### src/rtl/traffic_light_seq.sv
`default_nettype none
// ============================================================================
// Module      : traffic_light_seq
// Description : RED->GREEN->YELLOW phase sequencer with OFF-state lamp blink.
//               Optional pedestrian shortening of GREEN: `define PED_REQ_EN.
// Revision    : 1.0  initial release
// ============================================================================
module traffic_light_seq #(
  parameter int TICK_DIV    = 1000,
  parameter int BLINK_TICKS = 50,
  parameter int PED_MIN     = 2
) (
  input  logic        pclk,
  input  logic        presetn,
  input  logic        ctl_mod_en,
  input  logic        ctl_blink_yel,
  input  logic        ctl_blink_red,
  input  logic        ctl_profile,
  input  logic [31:0] timer_0,
  input  logic [31:0] timer_1,
`ifdef PED_REQ_EN
  input  logic        ped_req,
`endif
  output logic        lamp_red,
  output logic        lamp_yellow,
  output logic        lamp_green,
  output logic [1:0]  state,
  output logic        phase_done
);

  localparam int c_presc_w = $clog2(TICK_DIV);
  localparam int c_blink_w = $clog2(BLINK_TICKS) + 1;
  localparam logic [c_presc_w-1:0] c_presc_max = c_presc_w'(TICK_DIV - 1);
  localparam logic [c_presc_w-1:0] c_presc_one = c_presc_w'(1);
  localparam logic [c_blink_w-1:0] c_blink_last = c_blink_w'(BLINK_TICKS - 1);
  localparam logic [c_blink_w-1:0] c_blink_one = c_blink_w'(1);
`ifdef PED_REQ_EN
  localparam logic [11:0] c_ped_min = 12'(PED_MIN);
`endif

  typedef enum logic [1:0] {
    ST_OFF    = 2'b00,
    ST_RED    = 2'b01,
    ST_GREEN  = 2'b10,
    ST_YELLOW = 2'b11
  } state_t;

  state_t                 r_state;
  logic [c_presc_w-1:0]   r_presc;
  logic [c_blink_w-1:0]   r_blink_cnt;
  logic                   r_blink_on;
  logic [11:0]            r_cnt;
  logic                   r_lamp_red;
  logic                   r_lamp_yellow;
  logic                   r_lamp_green;
  logic                   r_phase_done;
`ifdef PED_REQ_EN
  logic                   r_ped_used;
`endif

  logic [31:0] w_timer;
  logic [11:0] w_dur_green;
  logic [11:0] w_dur_red;
  logic [11:0] w_dur_yellow;
  logic        w_tick;
  logic        w_blink_any;
  logic        w_blink_next;
  logic        w_ped_hit;

  // Durations are sampled from the live profile only at the load edge; zero means one tick.
  assign w_timer      = ctl_profile ? timer_1 : timer_0;
  assign w_dur_green  = (w_timer[31:20] == 12'd0) ? 12'd1 : w_timer[31:20];
  assign w_dur_red    = (w_timer[19:8]  == 12'd0) ? 12'd1 : w_timer[19:8];
  assign w_dur_yellow = {4'd0, (w_timer[7:0] == 8'd0) ? 8'd1 : w_timer[7:0]};

  assign w_tick       = (r_presc == c_presc_max);
  assign w_blink_any  = ctl_blink_red | ctl_blink_yel;
  assign w_blink_next = r_blink_on ^ (w_tick && (r_blink_cnt == c_blink_last));

`ifdef PED_REQ_EN
  assign w_ped_hit = (r_state == ST_GREEN) && ped_req && !r_ped_used && (r_cnt > c_ped_min);
`else
  assign w_ped_hit = 1'b0;
`endif

  always_ff @(posedge pclk or negedge presetn) begin
    if (!presetn) begin
      r_state       <= ST_OFF;
      r_presc       <= '0;
      r_blink_cnt   <= '0;
      r_blink_on    <= 1'b0;
      r_cnt         <= 12'd0;
      r_lamp_red    <= 1'b0;
      r_lamp_yellow <= 1'b0;
      r_lamp_green  <= 1'b0;
      r_phase_done  <= 1'b0;
`ifdef PED_REQ_EN
      r_ped_used    <= 1'b0;
`endif
    end else begin
      r_phase_done <= 1'b0;
      case (r_state)
        ST_OFF: begin
          if (ctl_mod_en) begin
            r_state       <= ST_RED;
            r_cnt         <= w_dur_red;
            r_presc       <= '0;
            r_blink_cnt   <= '0;
            r_blink_on    <= 1'b0;
            r_lamp_red    <= 1'b1;
            r_lamp_yellow <= 1'b0;
            r_lamp_green  <= 1'b0;
          end else if (w_blink_any) begin
            // Prescaler runs only to time the blink; red blink has priority over yellow.
            r_presc <= w_tick ? '0 : r_presc + c_presc_one;
            if (w_tick) begin
              r_blink_cnt <= (r_blink_cnt == c_blink_last) ? '0 : r_blink_cnt + c_blink_one;
            end
            r_blink_on    <= w_blink_next;
            r_lamp_red    <= ctl_blink_red & w_blink_next;
            r_lamp_yellow <= ~ctl_blink_red & w_blink_next;
            r_lamp_green  <= 1'b0;
          end else begin
            r_presc       <= '0;
            r_blink_cnt   <= '0;
            r_blink_on    <= 1'b0;
            r_lamp_red    <= 1'b0;
            r_lamp_yellow <= 1'b0;
            r_lamp_green  <= 1'b0;
          end
        end
        default: begin
          if (!ctl_mod_en) begin
            r_state       <= ST_OFF;
            r_cnt         <= 12'd0;
            r_presc       <= '0;
            r_lamp_red    <= 1'b0;
            r_lamp_yellow <= 1'b0;
            r_lamp_green  <= 1'b0;
`ifdef PED_REQ_EN
            r_ped_used    <= 1'b0;
`endif
          end else begin
            r_presc <= w_tick ? '0 : r_presc + c_presc_one;
            if (w_ped_hit) begin
`ifdef PED_REQ_EN
              r_cnt      <= c_ped_min;
              r_ped_used <= 1'b1;
`endif
            end else if (w_tick) begin
              if (r_cnt == 12'd1) begin
                r_phase_done <= 1'b1;
                case (r_state)
                  ST_RED: begin
                    r_state       <= ST_GREEN;
                    r_cnt         <= w_dur_green;
                    r_lamp_red    <= 1'b0;
                    r_lamp_yellow <= 1'b0;
                    r_lamp_green  <= 1'b1;
`ifdef PED_REQ_EN
                    r_ped_used    <= 1'b0;
`endif
                  end
                  ST_GREEN: begin
                    r_state       <= ST_YELLOW;
                    r_cnt         <= w_dur_yellow;
                    r_lamp_red    <= 1'b0;
                    r_lamp_yellow <= 1'b1;
                    r_lamp_green  <= 1'b0;
                  end
                  default: begin
                    r_state       <= ST_RED;
                    r_cnt         <= w_dur_red;
                    r_lamp_red    <= 1'b1;
                    r_lamp_yellow <= 1'b0;
                    r_lamp_green  <= 1'b0;
                  end
                endcase
              end else begin
                r_cnt <= r_cnt - 12'd1;
              end
            end
          end
        end
      endcase
    end
  end

  assign state       = r_state;
  assign lamp_red    = r_lamp_red;
  assign lamp_yellow = r_lamp_yellow;
  assign lamp_green  = r_lamp_green;
  assign phase_done  = r_phase_done;

endmodule
`default_nettype wire

### config.mk
export PLATFORM = sky130hd
export DESIGN_NAME = traffic_light_seq
export DESIGN_NICKNAME = d
export VERILOG_FILES = /design/src/rtl/traffic_light_seq.sv
export SDC_FILE = /design/constraint.sdc
export NUM_CORES = 1
export LEC_CHECK = 0
export CELL_PAD_IN_SITES_DETAIL_PLACEMENT = 1
export CELL_PAD_IN_SITES_GLOBAL_PLACEMENT = 1
export CORE_MARGIN = 2
export CORE_UTILIZATION = 39
export DETAILED_ROUTE_END_ITERATION = 16
export GPL_TIMING_DRIVEN = 0
export PLACE_DENSITY_LB_ADDON = 0.1
export SYNTH_ARGS = -nofsm -noshare
export SYNTH_HDL_FRONTEND = slang
export SYNTH_SLANG_ARGS = --single-unit
export TNS_END_PERCENT = 10
### constraint.sdc
create_clock -name pclk -period 3.7 [get_ports pclk]
set_clock_uncertainty 0.15 [all_clocks]
set_input_delay 0.74 -clock pclk [delete_from_list [all_inputs] [get_ports pclk]]
set_output_delay 0.74 -clock pclk [all_outputs]
set_load 0.005 [all_outputs]
==> results.cfg <==
[pwr]
power.total_uw = 1940
p_per_area_mw_per_mm2 = 496
leakage_uw = 0.00154
irDropWorstVdd_mv = 0.322

[setup_path]
critPathKind = register to register
crit_path_end = r_cnt[9]
slowest_delay_ns = 0.73
worst-path-max-fanout = 10
cp-startpoint = r_cnt[2]
slowest_stage = nor4_1
r2r_end = r_cnt[9]
cp-start-kind = register
reg2reg_from = r_cnt[2]
cp-end-kind = register
cp.required_ns = 3.72
reg2reg_setup_slack_ns = 0.71
arrival_ns = 3.01
worstPathCellList = nor4_1 > and4_1 > clkbuf_1 > o221ai_1 > a311oi_1 > a21oi_1
reg2regPathDepth = 6

[logic_synthesis]
synthesis.instances = 347
syn-num-nets = 425
ys_seq_elements = 36
ys.flop_type = dfrtp_1
postSynth.asyncResetShare_pct = 100
yosysWarnings = 0
avgSynthCellArea_um2 = 8.45
synth.distinct_cells = 53
yosysSeqAreaShare_pct = 30.7
synth-edff-count = 0
netlist_area_mm2 = 0.00293

[final_layout]
multi_input_area_mm2 = 0.00191
nFillCells = 899
area_delta_synth_final_pct = 33.0
num_antenna_cells = 0
final_net_count = 507
layout.cells.non_filler = 529
layout-drive-gt1-share_pct = 9.77
regArea_um2 = 901

[placement]
gp_congestion = 0.877
portBuffers = 74
dpl.cell_count = 521
dp_hpwl_um = 8270

[timing]
hold_viol = 0
max_freq_ghz = 0.335
timing.final.crit_share_pct = 80.8
tns_ns = 0
setup_viol = 0
rsz0062_at_grt = no
timing.final.max_slew_violations = 0
max_slew_margin_pct = 43.3
worst_slew_pin_slew_ns = 0.842
whs_ns = 0.244
min_period_ns = 2.99

[cts]
cts_resized = 0
cts_setup_buffers = 0
tritoncts = done
cts_root_buf = clkbuf_8
cts_buffers = 5
h-tree-depth = 2
cts_sinks = 36
clockBufferDepth = 2
cts_hold_buf = 0
clkTransAtPathRegs_ns = 0.09
clock_latency_ns = 0.31

[detailed_routing]
antenna_left = 0
initialDrtViolationCount = 200
dr.pass1.iters = 4
drt-wirelength-per-cell_um = 20.3
via_per_inst = 5.94
wirelength_um = 10700
via_count = 3143
route.detailed.drc = 0

[global_routing]
grt_usage_pct = 27.4
antenna_found_initial = 0
gr-total-overflow = 0
grt_max_degree = 37
grt_pass1_vias = 3356
grt_first_pass_wirelength_um = 18000

[floorplanning]
fp.dieW_um = 90.7
pin_count = 76
start_util_pct = 40.4
fp.dieH_um = 90.7
die_area_mm2 = 0.00823
core_mm2 = 0.00725
num_rows = 31

[run]
maxCapViolations = 0

[outcome]
outcome = complete, no violations

[worst_hold_path]
hold_path_class = input pin to async pin
layout by cell type, fill, tap and decap left out, types with 8 or more instances in the layout:
cell type and count:
clkdlybuf4s50_1 73, dfrtp_1 36, nand2_1 34, nor2_1 32, o21ai_0 22, a21oi_1 21, mux2_2 19, mux2i_1 14
inv_1 13, clkbuf_1 13, nor4_1 11, nor3_1 11, xnor2_1 8, ha_1 8
power by group:
part	internal [uW]	leakage (uW)	switching [uW]
logic	421	0.00102	604
registers	492	0.000475	121
clock network	132	0.0000479	167
total	1040	0.00154	892
flip-flops by register name, summed over array words and instances, names as in the netlist:
signal	count
r_blink_on	1
r_blink_cnt	7
lamp_red	1
lamp_green	1
phase_done	1
r_presc	10
r_cnt	12
lamp_yellow	1
state	2
cell usage after synthesis, drive strengths merged, types with 2 or more instances:
master / number / area (um2)
a221oi: 7 / 61.3
dfrtp: 36 / 901
nand3: 8 / 45.0
or4: 5 / 41.3
and4: 2 / 17.5
o22ai: 7 / 43.8
o211ai: 5 / 37.5
a22oi: 3 / 22.5
nor2b: 3 / 18.8
ha: 8 / 100
xnor2: 8 / 70.1
or3: 3 / 18.8
nand2b: 5 / 31.3
a311oi: 2 / 17.5
nor4: 13 / 103
a21oi: 21 / 105
a31oi: 4 / 25.0
nand2: 34 / 128
nor3: 12 / 71.3
mux2: 19 / 214
or4b: 4 / 40.0
a211oi: 2 / 15.0
inv: 13 / 48.8
mux2i: 14 / 140
nor2: 32 / 120
o21ai: 22 / 110
a21o: 5 / 37.5
and3: 2 / 12.5
clkbuf: 13 / 48.8
nand4: 6 / 37.5
a311o: 3 / 30.0
buf: 5 / 22.5
nor4b: 2 / 17.5
xor2: 7 / 61.3
metrics by stage:
step	setup WS (ns)	cell area, um2	util, %
after floorplan	1.12	2930	-
after global placement	0.655	3800	52.4
after detailed placement	0.615	3810	52.6
after CTS	0.808	3900	53.8
final	0.712	3900	53.8
after global routing	0.553	3900	53.8
cell type report:
cell class                 instances  area share (%)
buffer                            18            1.83
clock buffer                       5            1.76
clock inverter                     3           0.481
inverter                          13            1.25
multi-input combinational        280            49.0
sequential                        36            23.1
tap                               99            3.18
timing repair buffer              75            19.4
how the worst min path moves through the flow:
stage | cells after the start | from | slack, ns | to
floorplan | 0 | presetn | 0.29 | lamp_green
global placement | 1 | r_presc[0] | 0.33 | r_presc[0]
detailed placement | 1 | r_presc[0] | 0.34 | r_presc[0]
CTS | 2 | presetn | 0.25 | r_cnt[11]
global route | 2 | presetn | 0.27 | r_cnt[10]
finish | 2 | presetn | 0.24 | r_cnt[10]
critical path: cells and delay by family (launching register included):
family	cells	cell delay [ns]
flip-flops	1	0.48
AO/OA/AOI/OAI	3	0.64
AND/OR/NAND/NOR	2	1.13
buffers and inverters	1	0.44
kinds of logic (layout without fill, tap and decap cells):
group / count (synthesis) / after routing / share of synthesized area (%)
adder cells (fa/ha/maj): 8 / 8 / 3.41
flip-flops: 36 / 36 / 30.7
multiplexers: 34 / 34 / 12.8
XOR/XNOR: 15 / 15 / 4.48
AO/OA/AOI/OAI: 91 / 91 / 20.3
buffers and inverters: 31 / 114 / 4.10
AND/OR/NAND/NOR: 132 / 132 / 24.1
routing by layer:
metal / GRT usage [%] / wire length (um) / vias up / share of wire, %
li1: - / - / 1472 / -
met4: 8.33 / 234 / 0 / 2.2
met1: 37.0 / 4950 / 1556 / 46
met5: 0 / 0 / - / 0
met3: 4.92 / 542 / 20 / 5.0
met2: 44.6 / 5010 / 95 / 47
No activity file was read; power rests on OpenSTA's default activity.
